`config.mk`:
```
export PLATFORM = sky130hd
export DESIGN_NAME = multicycle_controller
export DESIGN_NICKNAME = d
export VERILOG_FILES = /design/src/rtl/multicycle_controller.sv
export SDC_FILE = /design/constraint.sdc
export NUM_CORES = 1
export LEC_CHECK = 0
export ABC_AREA = 1
export BUFFER_PORTS_ARGS = -buffer_cell sky130_fd_sc_hd__buf_2
export CORE_ASPECT_RATIO = 0.9
export CORE_UTILIZATION = 30
export CTS_CLUSTER_SIZE = 20
export DETAILED_ROUTE_END_ITERATION = 8
export HOLD_SLACK_MARGIN = 0.1
export MAX_ROUTING_LAYER = met4
export PLACE_DENSITY = 0.65
export SYNTH_ARGS = -nofsm -noshare
export SYNTH_HDL_FRONTEND = slang
export SYNTH_SLANG_ARGS = --single-unit
```
`constraint.sdc`:
```
create_clock -name clock -period 1.4 [get_ports clock]
set_input_delay 0.28 -clock clock [delete_from_list [all_inputs] [get_ports clock]]
set_output_delay 0.28 -clock clock [all_outputs]
set_load 0.1 [all_outputs]
```
`src/rtl/multicycle_controller.sv`:
```
// Moore FSM sequencing the shared multicycle RV32I datapath (PC, IR, RF, ALU, memory).
// Define MEM_WAIT_EN to stall FETCH/MEM_READ/MEM_WRITE until mem_ready is high.
module multicycle_controller #(
   parameter int STATE_W   = 4,
   parameter int TRAP_HOLD = 1
) (
   input  logic       clock,
   input  logic       reset,
   input  logic [6:0] opcode,
   input  logic       zero,
   input  logic       mem_ready,
   output logic       pc_write,
   output logic       adr_select,
   output logic       ir_write,
   output logic       mem_write,
   output logic       mem_read,
   output logic       reg_write,
   output logic [1:0] ALU_select_A,
   output logic [1:0] ALU_select_B,
   output logic [1:0] result_select,
   output logic       branch,
   output logic [1:0] ALU_op,
   output logic       retired,
   output logic       illegal
);

   typedef enum logic [STATE_W-1:0] {
      FETCH, DECODE, MEM_ADR, MEM_READ, MEM_WB, MEM_WRITE,
      EXEC_R, EXEC_I, UPPER, ALU_WB, BRANCH, JAL, TRAP
   } state_t;

   state_t state, state_next;
   logic   pc_update;
   logic   adv;

`ifdef MEM_WAIT_EN
   assign adv = mem_ready;
`else
   logic unused_mem_ready;
   assign adv = 1'b1;
   assign unused_mem_ready = mem_ready;
`endif

   always_ff @(posedge clock or posedge reset) begin
      if (reset) state <= FETCH;
      else       state <= state_next;
   end

   always_comb begin
      state_next    = FETCH;
      pc_update     = 1'b0;
      adr_select    = 1'b0;
      ir_write      = 1'b0;
      mem_write     = 1'b0;
      mem_read      = 1'b0;
      reg_write     = 1'b0;
      ALU_select_A  = 2'b00;
      ALU_select_B  = 2'b00;
      result_select = 2'b00;
      branch        = 1'b0;
      ALU_op        = 2'b00;
      retired       = 1'b0;
      illegal       = 1'b0;
      case (state)
         FETCH: begin
            mem_read      = 1'b1;
            ir_write      = adv;
            pc_update     = adv;
            ALU_select_B  = 2'b10;
            result_select = 2'b10;
            state_next    = adv ? DECODE : FETCH;
         end
         DECODE: begin
            ALU_select_A = 2'b01;
            ALU_select_B = 2'b01;
            case (opcode)
               7'b0000011, 7'b0100011: state_next = MEM_ADR;
               7'b0110011:             state_next = EXEC_R;
               7'b0010011:             state_next = EXEC_I;
               7'b1100011:             state_next = BRANCH;
               7'b1101111:             state_next = JAL;
               7'b0110111, 7'b0010111: state_next = UPPER;
               default:                state_next = TRAP;
            endcase
         end
         MEM_ADR: begin
            ALU_select_A = 2'b10;
            ALU_select_B = 2'b01;
            state_next   = opcode[5] ? MEM_WRITE : MEM_READ;
         end
         MEM_READ: begin
            mem_read   = 1'b1;
            adr_select = 1'b1;
            state_next = adv ? MEM_WB : MEM_READ;
         end
         MEM_WB: begin
            reg_write     = 1'b1;
            result_select = 2'b01;
            retired       = 1'b1;
         end
         MEM_WRITE: begin
            // write strobe stays up through the stall; memory is idempotent
            mem_write  = 1'b1;
            adr_select = 1'b1;
            retired    = adv;
            state_next = adv ? FETCH : MEM_WRITE;
         end
         EXEC_R: begin
            ALU_select_A = 2'b10;
            ALU_op       = 2'b10;
            state_next   = ALU_WB;
         end
         EXEC_I: begin
            ALU_select_A = 2'b10;
            ALU_select_B = 2'b01;
            ALU_op       = 2'b10;
            state_next   = ALU_WB;
         end
         UPPER: begin
            ALU_select_A = opcode[5] ? 2'b11 : 2'b01;
            ALU_select_B = 2'b01;
            state_next   = ALU_WB;
         end
         ALU_WB: begin
            reg_write = 1'b1;
            retired   = 1'b1;
         end
         BRANCH: begin
            ALU_select_A = 2'b10;
            ALU_op       = 2'b01;
            branch       = 1'b1;
            retired      = 1'b1;
         end
         JAL: begin
            // link value old_PC+4 lands in ALU_out while PC takes the target
            ALU_select_A = 2'b01;
            ALU_select_B = 2'b10;
            pc_update    = 1'b1;
            state_next   = ALU_WB;
         end
         TRAP: begin
            illegal    = 1'b1;
            state_next = (TRAP_HOLD != 0) ? TRAP : FETCH;
         end
         default: state_next = FETCH;
      endcase
   end

   assign pc_write = pc_update | (branch & zero);

endmodule

```
# After elaboration in Yosys (flattened, before gate mapping)
# Cells that the tools add are included.
# word_totals
out_inout_bits	17
reg_bits	4
wordCells	53
inputBits	11
# op_classes
bitwise_logic	2
eq_ne	20
n_reduce_logical	13
muxes	17
# ops
cell	count
4-bit one-hot mux with 6 select lines	2
7-bit by 6-bit == test with 1-bit output, second input constant	3
4-bit == test, second input constant	5
4-bit by 3-bit == test with 1-bit output, second input constant	4
2-bit OR reduction	8
4-bit OR reduction	4
7-bit by 5-bit == test with 1-bit output, second input constant	2
7-bit == test, second input constant	2
2-bit one-hot mux with 2 select lines	3
1-bit 2-to-1 mux	9
4-bit by 2-bit == test with 1-bit output, second input constant	2
7-bit by 2-bit == test with 1-bit output, second input constant	1
2-bit one-hot mux with 3 select lines	1
4-bit by 1-bit == test with 1-bit output, second input constant	1
4-bit zero test	1
3-bit 2-to-1 mux	1
2-bit 2-to-1 mux	1
1-bit bitwise AND	1
1-bit OR	1

# Longest topological paths before layout
# logic_depth
word_depth	4
mapped_depth	9
ltp_nobuf	9

# Least setup slack after synthesis
# Ideal clock, no wire load.
# synth_path
path_kind	reg-to-output
startpoint	reg state[3]
endpoint	out pc_write
arrival_time_ns	2.894
t_required_ns	1.120
path_buffers	0
stages_incl_launch_ff	6
path_slack_ns	-1.774
cell_sequence	dfrtp_1 nor2_1 inv_1 nor2_1 inv_1 nand3_1
# synth_between
elab_chain_cells	4
word_cells_on_any_way	8
cone_classes	eq/ne (2); mux (2); bitwise (2); reduce/logical (2)
# synth_rtl
element	line_no	source
from (decl)	32	state_t state, state_next;
from (signal assigned)	46	else state <= state_next;
4-bit == test or 4-bit zero test (tied branches)	64	case (state)
2-bit OR reduction (no line) or 1-bit 2-to-1 mux (tied branches)	-	
1-bit 2-to-1 mux or 1-bit bitwise AND (tied branches)	64, 149	
1-bit OR *	149	assign pc_write = pc_update | (branch & zero);
to (decl)	12	output logic pc_write,
# Mark *: on every way between the ends. The rest lies on a longest branch, timed or not.

# Worst setup path after layout
# layout_path
startpoint	reg state[2]
endpoint	out ALU_select_B[0]
# layout_between
elab_chain_cells	3
word_cells_on_any_way	9
cone_classes	eq/ne (5); mux (1); reduce/logical (3)
# layout_rtl
element	line_no	source
4-bit by 1-bit == test with 1-bit output, or another cell as far along	64	
4-bit OR reduction (no line) or 2-bit OR reduction (tied branches)	-	
2-bit one-hot mux with 2 select lines *	64	
to (decl)	19	output logic [1:0] ALU_select_B,
# Marks and branches as above.

==> key figures <==
Status
  – Status: complete, but fails checks
  – Failing checks: negative setup slack

Timing
  – Slew @ Worst Pin: 308.1 ps
  – Max-slew headroom: 0.7937
  – Final setup violation count: 19
  – Fmax achieved: 0.5448 GHz
  – Min Hold Slack: 307.2 ps
  – RSZ-0062 raised after global routing: yes
  – Post-Route Skew: 2.447 ps
  – Tmin final: 1836 ps
  – Fin. max-slew vios: 0
  – Final hold vios: 0
  – Final setup margin: -435.7 ps
  – Period utilization: 1.311

Floorplanning
  – Ports: 28
  – Starting Density: 0.3350
  – Row Count: 13
  – Die W: 45.32 um
  – Die area: 1858 sq um
  – Die span in y: 40.99 um
  – Core ar.: 1513 sq um

Final layout
  – Reg area: 103.9 sq um
  – Largest registers: state: 4 flops
  – Commonest non-fill, non-tap cell in the layout: nand2_1
  – Max reg flops: 4
  – Nets: 157
  – Largest Register: state
  – Area added between synthesis and finish: 157.5%
  – Final cell count without fillers: 166
  – Most frequent cells in the layout: 20 x nand2_1, 16 x buf_12, 16 x buf_4
  – Antenna fix cells: 0
  – Fill cell count: 78
  – Fraction of layout instances using a drive strength above 1: 0.6181
  – Area of the multi-input gates: 467.9 sq um

Detailed routing
  – Vias per cell: 4.934
  – Pre-antenna DRT Iters: 4
  – Detailed-route wire length per cell: 13.90 um
  – Final ANT Viol Nets: 0
  – Vias: 819
  – Detailed Route Iter0 Violations: 20
  – Routed wire length: 2307 um
  – # DRC: 0

Clock tree
  – Max H-tree Level: 1
  – CTS tree: done
  – Total CTS buffers: 3
  – Clock Sinks: 4
  – Reg clk slew, reported paths: 30 ps
  – Worst skew pair latency: 230 ps
  – Worst-case clock buffer depth: 2
  – CTS root buf: clkbuf_4

Synth
  – Adder-cell share of the synthesized area: 0
  – Mux cell area share after synthesis: 0
  – Syn Inst Count: 94
  – Syn nets: 105
  – EDFF count, synth: 0
  – Synth Area per Inst: 5.391 sq um
  – Simple-gate area share of the yosys netlist: 0.5235
  – Netlist cell types: 17
  – Ys Warns: 0
  – Post-synth top flop: dfrtp_1
  – Synth Area in XOR/XNOR: 0
  – Synth Cell Area: 506.7 sq um
  – #FFs+latches synth: 4
  – Largest family of logic cells by synthesized area: simple AND/OR/NAND/NOR gates
  – Sequential share of the synthesized area: 0.1975
  – Synth Area in Compound Gates: 0.1086
  – Post-synth ARST share: 1.000

Min path
  – Hold WC Path Type: input pin to flip-flop
  – Hold Path Stages: 2
  – Hold path start: opcode[5]
  – Worst Hold End: state[1]

GRT
  – Global Route Usage Sum: 0.2725
  – First-pass GRT wire length: 3312 um
  – Vias in the first global route: 754
  – Largest net degree at the start of global routing: 6
  – Initial antenna violation count: 0
  – Grt total ovfl: 0

Setup path
  – Crit-path cells: nor2_2, inv_2, nor2_4, a21oi_2, o211ai_1, clkbuf_16
  – Type of origin of the critical path: flip-flop
  – Crit path largest cell delay: 450 ps
  – Worst Reg-to-Reg Cells: 8
  – Setup CP Type: flip-flop to output port
  – CP Data Required Time: 1120 ps
  – R2R Setup Slk: -60 ps
  – CP max stage cell: dfrtp_2
  – Worst R2R End: state[0]
  – Critical path arrival: 1560 ps
  – CP bufs+invs: 2
  – Crit Path Max Fanout: 4
  – CP top delay family: flip-flops
  – Reg-to-Reg Start: state[3]
  – Worst setup EP type: output port

Placed design
  – Setup WS pre-CTS: -158.0 ps
  – Port Buffers: 26
  – Final HPWL DP: 1502 um
  – Placed Cells: 159
  – Gpl congestion: 0.8661

Flow run
  – Max cap viols: 0
==> metal layers <==
layer	wire, um	global-route usage	part of all wire	vias to the layer above
li1	-	-	-	390
met1	834	0.2857	0.36	378
met2	1285	0.5362	0.56	41
met3	106	0.02643	0.046	10
met4	80	0.1061	0.035	0
met5	0	-	0	-
==> synthesized netlist by cell type (2+ instances only) <==
library cell,instances,area share
a21oi_1,3,0.030
buf_4,2,0.030
dfrtp_1,4,0.20
inv_1,19,0.14
nand2_1,25,0.19
nand3_1,10,0.099
nand3b_1,2,0.030
nor2_1,16,0.12
o211ai_1,2,0.030
o21ai_0,4,0.040
==> metrics by stage <==
| step | instance area (sq um) | TNS, ps | utilization |
|---|---|---|---|
| final | 1305 | -5724 | 0.8627 |
| after global routing | 1305 | -6849 | 0.8627 |
| after detailed placement | 1160 | -1634 | 0.7667 |
| after global placement | 1160 | -698.2 | 0.7667 |
| after floorplan | 635.6 | -8293 | - |
| after CTS | 1271 | -5034 | 0.8404 |
==> cell type report <==
cell class | count | share of cell area
well taps | 22 | 0.02109
flip-flops and latches | 4 | 0.07958
multi-input cells | 69 | 0.3586
inverters | 19 | 0.07287
clock buffers | 3 | 0.01726
repair buffers | 49 | 0.4506
==> worst max-delay path by stage <==
stage / endpoint / slack [ps] / from / cells past startpoint
after detailed placement: mem_read / -160 / state[3] / 6
after global placement: pc_write / -80 / state[3] / 7
after floorplan: ALU_select_A[1] / -1030 / state[1] / 5
final: ALU_select_B[0] / -440 / state[2] / 6
after global routing: ALU_select_B[0] / -480 / state[2] / 6
after CTS: ALU_select_B[0] / -350 / state[2] / 6
==> what timing repair did <==
action,4_1_cts,5_1_grt
setup endpoints to repair,20,21
resized for setup,16,12
buffers inserted,3,0
pin swaps,8,2
hold buffers,1,0
endpoints found under the hold margin,4,0
==> kinds of logic (layout without fill, tap and decap cells) <==
kind of cell           after synthesis  in the layout
DFF                                  4              4
buffers and inverters               21             71
and+or+nand+nor                     59             59
AOI/OAI and AO/OA                   10             10
Power is left out: the tool's default activity adds up to more than one toggle a clock period on the data nets, which glitch-free logic cannot reach.
